==> config.mk <==
export PLATFORM = sky130hd
export DESIGN_NAME = ysyx_040750_muldiv_ctrl
export DESIGN_NICKNAME = d
export VERILOG_FILES = /design/src/rtl/ysyx_040750_muldiv_ctrl.sv
export SDC_FILE = /design/constraint.sdc
export NUM_CORES = 1
export LEC_CHECK = 0
export BUFFER_PORTS_ARGS = -buffer_cell sky130_fd_sc_hd__buf_2
export CORE_AREA = 2 2 230 232
export DETAILED_ROUTE_END_ITERATION = 8
export DIE_AREA = 0 0 232 234
export SETUP_SLACK_MARGIN = 0.4
export SLEW_MARGIN = 20
export SYNTH_ARGS = -nofsm -noshare
export SYNTH_HDL_FRONTEND = slang
export SYNTH_SLANG_ARGS = --single-unit
==> constraint.sdc <==
create_clock -name I_sys_clk -period 3.2 [get_ports I_sys_clk]
set_input_delay 0.48 -clock I_sys_clk [delete_from_list [all_inputs] [get_ports I_sys_clk]]
set_output_delay 0.48 -clock I_sys_clk [all_outputs]
set_load 0.05 [all_outputs]
==> src/rtl/ysyx_040750_muldiv_ctrl.sv <==
// ysyx_040750_muldiv_ctrl: EX-stage sequencer for the shared serial multiplier and radix-2 divider.
// Extends operands, issues start pulses, formats and holds results; resolves div corner cases locally.
module ysyx_040750_muldiv_ctrl #(
  parameter int XLEN       = 64,
  parameter bit DIV_BYPASS = 1'b1
) (
  input  logic              I_sys_clk,
  input  logic              I_rst_n,
  input  logic              I_req_valid,
  output logic              O_req_ready,
  input  logic [3:0]        I_op_sel,
  input  logic [1:0]        I_sext,
  input  logic              I_word_op,
  input  logic [XLEN-1:0]   I_op1,
  input  logic [XLEN-1:0]   I_op2,
  input  logic              I_flush,
  output logic              O_mul_start,
  output logic              O_div_start,
  output logic [XLEN-1:0]   O_unit_op1,
  output logic [XLEN-1:0]   O_unit_op2,
  output logic [1:0]        O_unit_sext,
  input  logic              I_mul_done,
  input  logic [2*XLEN-1:0] I_mul_p,
  input  logic              I_div_done,
  input  logic [XLEN-1:0]   I_div_q,
  input  logic [XLEN-1:0]   I_div_r,
  output logic [XLEN-1:0]   O_result,
  output logic              O_result_valid,
  input  logic              I_result_ready,
  output logic              O_busy
);
  typedef enum logic [2:0] {IDLE, ISSUE, WAIT, DRAIN, HOLD} state_e;
  typedef enum logic [1:0] {K_MUL, K_MULH, K_DIV, K_REM} kind_e;

  state_e state_q, state_d;
  kind_e kind_q, kind_in;
  logic [XLEN-1:0] op1_q, op2_q, result_q, result_d;
  logic [1:0] sext_q;
  logic word_q;
  logic sign1, sign2, div_zero, div_ovf, bypass, accept, done;
  logic [XLEN-1:0] ext1, ext2, min_neg, byp_res, unit_res;

  function automatic logic [XLEN-1:0] fmt(input logic w, input logic [XLEN-1:0] x);
    return w ? {{(XLEN-32){x[31]}}, x[31:0]} : x;
  endfunction

  assign sign1 = I_sext[1] & (I_word_op ? I_op1[31] : I_op1[XLEN-1]);
  assign sign2 = I_sext[0] & (I_word_op ? I_op2[31] : I_op2[XLEN-1]);
  assign ext1 = I_word_op ? {{(XLEN-32){sign1}}, I_op1[31:0]} : I_op1;
  assign ext2 = I_word_op ? {{(XLEN-32){sign2}}, I_op2[31:0]} : I_op2;
  // Anything that is not exactly one-hot decodes as a plain mul.
  assign kind_in = I_op_sel == 4'b0010 ? K_MULH : I_op_sel == 4'b0100 ? K_DIV :
                   I_op_sel == 4'b1000 ? K_REM : K_MUL;
  assign min_neg = I_word_op ? {{(XLEN-31){1'b1}}, 31'b0} : {1'b1, {(XLEN-1){1'b0}}};
  assign div_zero = ext2 == '0;
  assign div_ovf = (&I_sext) & (ext1 == min_neg) & (&ext2);
  assign bypass = DIV_BYPASS & kind_in[1] & (div_zero | div_ovf);
  assign byp_res = kind_in == K_DIV ? (div_zero ? '1 : ext1) : (div_zero ? ext1 : '0);
  assign unit_res = kind_q == K_MUL ? I_mul_p[XLEN-1:0] : kind_q == K_MULH ? I_mul_p[2*XLEN-1:XLEN] :
                    kind_q == K_DIV ? I_div_q : I_div_r;
  assign done = kind_q[1] ? I_div_done : I_mul_done;

  assign O_req_ready = I_rst_n & ~I_flush & (state_q == IDLE | (state_q == HOLD & I_result_ready));
  assign accept = I_req_valid & O_req_ready;
  assign O_mul_start = state_q == ISSUE & ~kind_q[1];
  assign O_div_start = state_q == ISSUE & kind_q[1];
  assign O_unit_op1 = op1_q;
  assign O_unit_op2 = op2_q;
  assign O_unit_sext = sext_q;
  assign O_result = result_q;
  assign O_result_valid = state_q == HOLD;
  assign O_busy = state_q != IDLE;

  always_comb begin
    state_d = state_q;
    result_d = result_q;
    case (state_q)
      IDLE, HOLD: begin
        if (accept) begin
          state_d = bypass ? HOLD : ISSUE;
          result_d = bypass ? fmt(I_word_op, byp_res) : result_q;
        end else if (state_q == HOLD && (I_flush || I_result_ready)) begin
          state_d = IDLE;
        end
      end
      ISSUE: state_d = I_flush ? DRAIN : WAIT;
      WAIT: begin
        if (done) begin
          state_d = I_flush ? IDLE : HOLD;
          result_d = fmt(word_q, unit_res);
        end else if (I_flush) begin
          state_d = DRAIN;
        end
      end
      DRAIN: state_d = done ? IDLE : DRAIN;
      default: state_d = IDLE;
    endcase
  end

  always_ff @(posedge I_sys_clk or negedge I_rst_n) begin
    if (!I_rst_n) begin
      state_q <= IDLE;
      kind_q <= K_MUL;
      op1_q <= '0;
      op2_q <= '0;
      sext_q <= '0;
      word_q <= 1'b0;
      result_q <= '0;
    end else begin
      state_q <= state_d;
      result_q <= result_d;
      if (accept) begin
        kind_q <= kind_in;
        op1_q <= ext1;
        op2_q <= ext2;
        sext_q <= I_sext;
        word_q <= I_word_op;
      end
    end
  end
endmodule

==> results of run 1 <==
==> per-layer routing <==
layer	share of wire	up-vias	wire [µm]	track usage
met3	0.076	62	3940	0.0495
met4	0.027	6	1370	0.0693
li1	-	5074	-	-
met1	0.42	5585	21700	0.236
met2	0.48	501	24600	0.296
met5	0.00077	-	40	0
==> per-stage QoR <==
stage | power (W) | hold slack, ps | std cells | setup WS, ps
2_1_floorplan | 0.0113 | 184 | 1063 | 405
3_3_place_gp | 0.0141 | 455 | 2314 | -373
3_5_place_dp | 0.0142 | 457 | 2314 | -419
4_1_cts | 0.0168 | 125 | 2350 | 405
5_1_grt | 0.0175 | 164 | 2351 | 401
6_report | 0.0166 | 118 | 2352 | 447
==> power groups by stage <==
stage	Clock (W)	Combinational [W]	Sequential, W
after floorplan	0	0.00301	0.00830
after global placement	0	0.00966	0.00439
after detailed placement	0	0.00975	0.00441
after CTS	0.00256	0.00984	0.00440
after global routing	0.00263	0.0103	0.00455
final	0.00246	0.00978	0.00440
==> logic make-up (layout without fill, tap and decap cells) <==
group,count (synthesis),after routing,synth area share
and+or+nand+nor,362,362,0.147
AOI/OAI and AO/OA,243,243,0.134
buffers and inverters,127,727,0.0520
muxes,129,129,0.216
DFF,200,200,0.450
other,0,1,0
xor gates and xnor gates,2,2,0.00157
==> worst paths after layout <==
path	endpoint	start	slack, ps	depth (start not counted)
worst max register to register	O_result[56]	state_q[0]	570	7
min in group I_sys_clk	kind_q[0]	I_op_sel[2]	200	2
max in group asynchronous	kind_q[0]	I_rst_n	1460	3
worst min register to register	O_unit_op2[3]	O_unit_op2[3]	470	2
worst min-delay path	O_result[62]	I_rst_n	120	2
worst max-delay path	O_result[56]	I_op1[50]	450	8
==> flip-flops by register name (all words and copies together) (netlist names) <==
signal and flops:
O_result 64, O_unit_op1 64, O_unit_op2 64, state_q 3, O_unit_sext 2, kind_q 2, word_q 1
==> critical path, cell delays in order <==
cell and delay, ps:
buf_2 100, or4_1 610, nor4_4 330, a41oi_2 210, or4b_4 600, nand3_4 120, bufbuf_16 340, mux2_4 310
==> layout make-up <==
cell class	instances	area [µm²]
well taps	688	861
inverters	36	135
clock inverters	13	189
fillers	5470	36000
diodes	1	2.50
flip-flops and latches	200	5010
repair buffers	659	3690
clock buffers	19	453
multi-input cells	736	5650
==> timing repair <==
action | CTS | global route
setup buffers | 2 | 0
gates resized for setup | 11 | 3
cloned | 2 | 1
pin swaps | 1 | 2
endpoints found under the setup margin | 64 | 47
==> cell usage after synthesis, types with 2 or more instances <==
cell type and n:
nor4b_1 4, nand2b_1 5, mux2_4 60, nor2b_1 2
o21ai_0 35, nand3_1 4, inv_1 35, and3_1 2
nor3_1 6, mux4_2 64, buf_12 6, a211oi_1 33
a21oi_1 99, or3_1 2, or4_1 4, or4b_1 3
clkbuf_1 72, a31oi_1 34, nand4b_1 3, xnor2_1 2
buf_1 10, dfrtp_1 200, nand2_1 176, nor4_1 24
buf_2 3, mux2_2 5, a311oi_1 32, nand4_1 16
o41ai_1 2, nor2_1 101, nor3b_1 2
==> impl_summary.txt, run 1 <==
----------------------------------------------------
[Synthesis]
  Count of mapped cells out of synthesis ... 1063
  Cell taking the most area after synthesis ... dfrtp_1
  Fraction of post-synthesis cell area in the top cell type by area ... 0.450
  Sequential cell area fraction in the yosys report ... 0.450
  Yosys warning count ... 0
  Count of different cell masters after synthesis ... 48
  Synth Register Bits ... 200
  Number of nets in the synthesized netlist ... 1461
  Most used DFF post-synth ... dfrtp_1
  Synthesized cell area ... 11100 µm²
  Top area cells in the synthesized netlist ... dfrtp_1 45%, mux4_2 13%, mux2_4 8.1%
  Fraction of registers with async set/reset ... 1.00
  Number of flops mapped to enable cells by yosys ... 0
  Mean post-synth cell area ... 10.5 µm²

[Layout]
  Util after Layout ... 0.307
  Layout cells sized above 1 ... 0.506
  Most common cell after layout, fill and taps aside ... buf_2
  Count of nets after finishing ... 2048
  Most frequent cells in the layout ... 595 x buf_2, 198 x dfrtp_1, 175 x nand2_1
  Relative area change from synthesis to final layout ... 43.7%
  Final std cell area, no fill ... 16000 µm²

[Die]
  Row cnt ... 84
  Overall die area ... 54300 µm²
  Horizontal die dimension ... 232 µm
  Ports ... 597
  Core region area ... 52000 µm²
  Initial core utilization ... 0.214
  Die span in y ... 234 µm

[Power]
  Proportion of total power due to net switching ... 0.526
  Peak supply drop ... 605 µV
  Static leakage power ... 7.75 nW
  Net Switching ... 0.00875 W
  Part of the total power dissipated in the clock network ... 0.148
  Sequential cell fraction of total power ... 0.264
  Internal portion of total power ... 0.00789 W
  Power density cells ... 1040 nW/µm²
  Portion of total power attributed to combinational logic ... 0.588

[Drt]
  Via/cell ratio ... 4.77
  Drt first pass iters ... 5
  Average detailed-routed wire length per instance ... 22.0 µm
  Routed wire length ... 51700 µm
  DR iter-0 viols ... 588
  DRC viols ... 0
  Antenna viol nets, final ... 0
  Via total after detailed routing ... 11200

[Setup path]
  Worst setup SP type ... input pin
  Crit. End Element ... register
  Setup Crit Path Kind ... in2reg
  Critical-path maximum fanout ... 13
  WP data required ... 3570 ps
  Arrival time of data at the critical path endpoint ... 3120 ps

[CTS]
  Clock Pin Slew Worst Setup and Hold Paths ... 70 ps
  Number of H-tree branching levels ... 4
  Insertion delay to the later sink of the worst-skew pair ... 490 ps
  Sinks on Clock Net ... 200
  Deepest clock path buffer count ... 2
  Clock Tree Root ... clkbuf_16
  TritonCTS clock tree ... yes
  TritonCTS buffer count ... 17
  Cts-stage hold buffer count ... 0

[GRT]
  All-Layer GR Usage ... 0.184
  Vias in the first global route ... 11200
  Global-route wire length before repair ... 73000 µm
  Initial antenna violation count ... 7
  Remaining global-route overflow ... 0
  Pin count of the biggest net entering global routing ... 167

[Timing]
  Total negative slack for setup checks ... 0 ps
  Slew at the pin with the worst max-slew slack ... 1000 ps
  Number of setup violations in the final report ... 0
  Max frequency ... 0.363 GHz
  Post-route clock period utilization ... 0.860
  Total count of hold-check failures in the final report ... 0
  RSZ-0062 raised after global routing ... no
  Period minus WS final ... 2750 ps
  Relative slew slack ... 0.332
  Final setup skew ... 19.3 ps
  Max-slew violation total from the final report ... 0

[Placed design]
  Routability Congestion ... 0.956
  Count of input and output buffers ... 596
  Placed inst area ... 15200 µm²
  HPWL after detailed placement ... 40000 µm

[Min path]
  Path type of the worst min-delay path ... in2async

[Run]
  Max-cap violation count ... 0

[Run status]
  Status ... finished clean

----------------------------------------------------
No activity file was read; power rests on OpenSTA's default activity.
==> inputs of run 2 (changes only) <==
- CORE_AREA: 2 2 230 232 -> 8 8 223 225
- DIE_AREA: 0 0 232 234 -> 0 0 231 233
- GPL_TIMING_DRIVEN: not set -> 0
==> impl_summary.txt, run 2 (synthesis results as in run 1) <==
----------------------------------------------------
[Die]
  Core region area ... 46100 µm²
  Row cnt ... 79
  Ports ... 597
  Die span in y ... 233 µm
  Overall die area ... 53800 µm²
  Initial core utilization ... 0.242
  Horizontal die dimension ... 231 µm

[GRT]
  Initial antenna violation count ... 3
  Global-route wire length before repair ... 84200 µm
  Remaining global-route overflow ... 0
  Pin count of the biggest net entering global routing ... 88
  Vias in the first global route ... 12300
  All-Layer GR Usage ... 0.212

[Power]
  Proportion of total power due to net switching ... 0.542
  Internal portion of total power ... 0.00762 W
  Sequential cell fraction of total power ... 0.264
  Portion of total power attributed to combinational logic ... 0.606
  Power density cells ... 1050 nW/µm²
  Peak supply drop ... 608 µV
  Static leakage power ... 7.71 nW
  Part of the total power dissipated in the clock network ... 0.131
  Net Switching ... 0.00903 W

[CTS]
  Deepest clock path buffer count ... 2
  Clock Pin Slew Worst Setup and Hold Paths ... 70 ps
  Number of H-tree branching levels ... 4
  TritonCTS buffer count ... 17
  Insertion delay to the later sink of the worst-skew pair ... 490 ps
  TritonCTS clock tree ... yes
  Clock Tree Root ... clkbuf_16
  Sinks on Clock Net ... 200

[Timing]
  RSZ-0062 raised after global routing ... no
  Slew at the pin with the worst max-slew slack ... 919 ps
  Final setup skew ... 10.2 ps
  Post-route clock period utilization ... 0.858
  Max frequency ... 0.364 GHz
  Number of setup violations in the final report ... 0
  Total negative slack for setup checks ... 0 ps
  Relative slew slack ... 0.383
  Post-layout worst setup margin ... 454 ps
  Final worst hold slack ... 39.7 ps
  Total count of hold-check failures in the final report ... 0
  Period minus WS final ... 2750 ps
  Max-slew violation total from the final report ... 0

[Layout]
  Most frequent cells in the layout ... 599 x buf_2, 198 x dfrtp_1, 176 x nand2_1
  Most common cell after layout, fill and taps aside ... buf_2
  Relative area change from synthesis to final layout ... 42.9%
  Count of nets after finishing ... 2096
  Layout cells sized above 1 ... 0.479
  Fill cell total of the finished layout ... 4853
  Util after Layout ... 0.345

[Setup path]
  Worst setup SP type ... input pin
  Setup Crit Path Kind ... in2reg
  Crit. End Element ... register
  WP data required ... 3580 ps
  Arrival time of data at the critical path endpoint ... 3130 ps
  Worst Reg2Reg Path Length in Cells ... 9
  Critical-path maximum fanout ... 10

[Run status]
  Status ... finished clean

[Run]
  Max-cap violation count ... 0

[Drt]
  Routed wire length ... 59000 µm
  Average detailed-routed wire length per instance ... 25.4 µm
  Drt first pass iters ... 7
  Via total after detailed routing ... 11700
  Antenna viol nets, final ... 0
  DRC viols ... 0
  Via/cell ratio ... 5.03
  DR iter-0 viols ... 1060

[Placed design]
  HPWL after detailed placement ... 47900 µm
  Count of input and output buffers ... 596
  Routability Congestion ... 0.905
  Post-place setup slack ... -883 ps

[Min path]
  Path type of the worst min-delay path ... in2async

----------------------------------------------------
-- run 2: cell count changes in the layout (fill, tap and decap cells not counted), moves of 3 or more --
cell and delta:
clkbuf_1 +65, buf_4 -35, clkbuf_2 +9, buf_1 +6
buf_2 +4, bufinv_16 -3, clkbuf_4 +3
-- run 2: final timing paths --
| path | start | endpoint | slack (ps) |
|---|---|---|---|
| setup / recovery | I_word_op | O_result[6] | 450 |
| hold / removal | I_rst_n | O_unit_op1[57] | 40 |
| setup reg to reg | state_q[0] | O_result[6] | 520 |
| hold reg to reg | O_unit_op2[12] | O_unit_op2[12] | 470 |
| max in group asynchronous | I_rst_n | kind_q[1] | 2560 |
| min in group I_sys_clk | I_op2[12] | O_unit_op2[12] | 220 |
-- run 2: final cells by class --
| cell class | instances | area [µm²] | share of cell area |
|---|---|---|---|
| clock buffers | 22 | 454 | 0.0286 |
| repair buffers | 616 | 3290 | 0.207 |
| well taps | 607 | 759 | 0.0478 |
| diodes | 1 | 2.50 | 0.000157 |
| flip-flops and latches | 200 | 5010 | 0.315 |
| plain buffers | 91 | 478 | 0.0301 |
| inverters | 36 | 135 | 0.00850 |
| multi-input cells | 736 | 5680 | 0.357 |
| clock inverters | 10 | 95.1 | 0.00598 |
-- run 2: power groups by stage --
stage / clock (W) / combinational (W) / sequential, W
floorplan: 0 / 0.00301 / 0.00830
detailed placement: 0 / 0.00999 / 0.00439
global route: 0.00232 / 0.0106 / 0.00451
finish: 0.00218 / 0.0101 / 0.00439
CTS: 0.00225 / 0.0101 / 0.00437
global placement: 0 / 0.00987 / 0.00436
-- run 2: stage by stage --
step                      cell area (µm²)  std cells  total power [W]
after floorplan                     11100       1063           0.0113
after global placement              14900       2266           0.0142
after detailed placement            15000       2269           0.0144
after CTS                           15800       2315           0.0167
after global routing                15900       2319           0.0174
final                               15900       2319           0.0167
-- run 2: what timing repair did --
action                                  CTS  global route
pin swaps                                 1             4
hold buffers                              3             0
endpoints found under the hold margin    30             0
cloned                                    2             0
gates resized for setup                  24            27
endpoints found under the setup margin  165            97
buffers inserted                          9             3
-- run 2: critical path: stages --
cell	delay [ps]
buf_2	110
buf_4	190
nand4b_1	250
nor4_4	480
a41oi_2	260
or4b_4	590
nand3_4	130
buf_4	160
buf_12	150
mux2_4	310
-- run 2: per-layer routing --
layer,wire (µm),GRT usage
met1,24500,0.270
met2,28500,0.344
met3,4450,0.0559
met4,1530,0.0731
met5,12,0
==> inputs of run 3 (changes only) <==
- REMOVE_ABC_BUFFERS: not set -> 1
==> impl_summary.txt, run 3 (synthesis results as in run 1) <==
----------------------------------------------------
[Timing]
  Max frequency ... 0.365 GHz
  Total negative slack for setup checks ... 0 ps
  Post-route clock period utilization ... 0.856
  Period minus WS final ... 2740 ps
  Number of setup violations in the final report ... 0
  Final setup skew ... 12.9 ps
  Max-slew violation total from the final report ... 0
  Slew at the pin with the worst max-slew slack ... 852 ps
  RSZ-0062 raised after global routing ... no
  Final worst hold slack ... 217 ps
  Relative slew slack ... 0.432
  Total count of hold-check failures in the final report ... 0

[CTS]
  Clock Pin Slew Worst Setup and Hold Paths ... 80 ps
  Sinks on Clock Net ... 200
  Number of H-tree branching levels ... 4
  Deepest clock path buffer count ... 2
  TritonCTS buffer count ... 17
  TritonCTS clock tree ... yes
  Insertion delay to the later sink of the worst-skew pair ... 480 ps
  Clock Tree Root ... clkbuf_16

[Layout]
  Relative area change from synthesis to final layout ... 42.5%
  Non-filler instance count after layout ... 2244
  Most common cell after layout, fill and taps aside ... buf_2
  Layout cells sized above 1 ... 0.499
  Fill cell total of the finished layout ... 4755
  Count of nets after finishing ... 2022
  Most frequent cells in the layout ... 594 x buf_2, 198 x dfrtp_1, 173 x nand2_1
  Final std cell area, no fill ... 15900 µm²
  Util after Layout ... 0.344

[Min path]
  Path type of the worst min-delay path ... in2reg
  Count of cells along the worst hold path ... 2

[Setup path]
  Setup Crit Path Kind ... in2reg
  WP data required ... 3560 ps
  Arrival time of data at the critical path endpoint ... 3100 ps
  Worst setup SP type ... input pin
  Critical-path maximum fanout ... 8
  Worst Reg2Reg Path Length in Cells ... 8
  Crit. End Element ... register

[GRT]
  Pin count of the biggest net entering global routing ... 90
  Global-route wire length before repair ... 75700 µm
  Vias in the first global route ... 11700
  All-Layer GR Usage ... 0.186
  Initial antenna violation count ... 2
  Remaining global-route overflow ... 0

[Die]
  Core region area ... 46100 µm²
  Ports ... 597
  Die span in y ... 233 µm
  Row cnt ... 79
  Overall die area ... 53800 µm²
  Horizontal die dimension ... 231 µm
  Initial core utilization ... 0.242

[Drt]
  Antenna viol nets, final ... 0
  Average detailed-routed wire length per instance ... 23.3 µm
  Routed wire length ... 52300 µm
  Drt first pass iters ... 7
  Via/cell ratio ... 4.98
  DRC viols ... 0
  Via total after detailed routing ... 11200
  DR iter-0 viols ... 766

[Placed design]
  Count of input and output buffers ... 596
  HPWL after detailed placement ... 40300 µm
  Placed inst area ... 14900 µm²
  Routability Congestion ... 0.923
  Placed cell count ... 2195

[Run status]
  Status ... finished clean

[Run]
  Max-cap violation count ... 0

[Power]
  Static leakage power ... 7.68 nW
  Peak supply drop ... 559 µV
  Power density cells ... 1040 nW/µm²

----------------------------------------------------
run 3: cell count changes in the layout (fill, tap and decap cells not counted), sizes merged:
cell and delta:
and3b +1, clkdlybuf4s15 -1, buf -2, bufbuf -1, clkbuf -73, dlygate4sd3 +1
run 3: repair_timing:
| item | CTS | global route |
|---|---|---|
| hold buffers | 2 | 0 |
| pin swaps | 5 | 6 |
| gates resized for setup | 21 | 5 |
| endpoints found under the hold margin | 24 | 0 |
| buffers inserted | 5 | 6 |
| setup endpoints to repair | 64 | 56 |
| gates cloned | 3 | 1 |
run 3: metrics by stage:
step / total power (W) / setup WS [ps]
floorplan: 0.0112 / -2650
global placement: 0.0136 / -8600
detailed placement: 0.0142 / -837
CTS: 0.0166 / 403
global route: 0.0173 / 402
finish: 0.0165 / 460
run 3: cell type report:
class	instances	area, µm²	area share
antenna	1	2.50	0.000158
clock buffer	21	460	0.0290
clock inverter	10	95.1	0.00600
inverter	36	140	0.00884
multi-input combinational	737	5740	0.362
sequential	200	5010	0.316
tap	607	759	0.0479
timing repair buffer	632	3640	0.230
run 3: path summary, 6_finish.rpt:
check / from / endpoint / slack (ps)
setup / recovery: I_op1[22] / O_result[63] / 460
hold / removal: I_op_sel[0] / kind_q[0] / 220
setup reg to reg: state_q[2] / O_result[63] / 530
hold reg to reg: O_unit_op2[17] / O_unit_op2[17] / 470
max in group asynchronous: I_rst_n / O_result[35] / 2020
min in group asynchronous: I_rst_n / O_unit_op1[27] / 610
run 3: worst max-delay path: stages:
cell and delay [ps]:
buf_2 120, or4_1 590, nor4_4 310, nand4_1 190, or4b_4 590, nand3_4 120
buf_12 170, buf_16 160, mux2_2 340
run 3: routing by layer:
layer  part of all wire  track usage  wire, µm
met1               0.40        0.229     21000
met2               0.49        0.307     25800
met3              0.084       0.0580      4370
met4              0.020       0.0636      1070
met5                  0            0         0
run 3: report_power, final:
| part | total, W | switching, W | internal [W] | leakage [nW] |
|---|---|---|---|---|
| clock network | 0.00217 | 0.00106 | 0.00111 | 0.270 |
| registers | 0.00444 | 0.000757 | 0.00369 | 2.49 |
| logic | 0.00990 | 0.00698 | 0.00292 | 4.92 |
| total | 0.0165 | 0.00880 | 0.00771 | 7.68 |
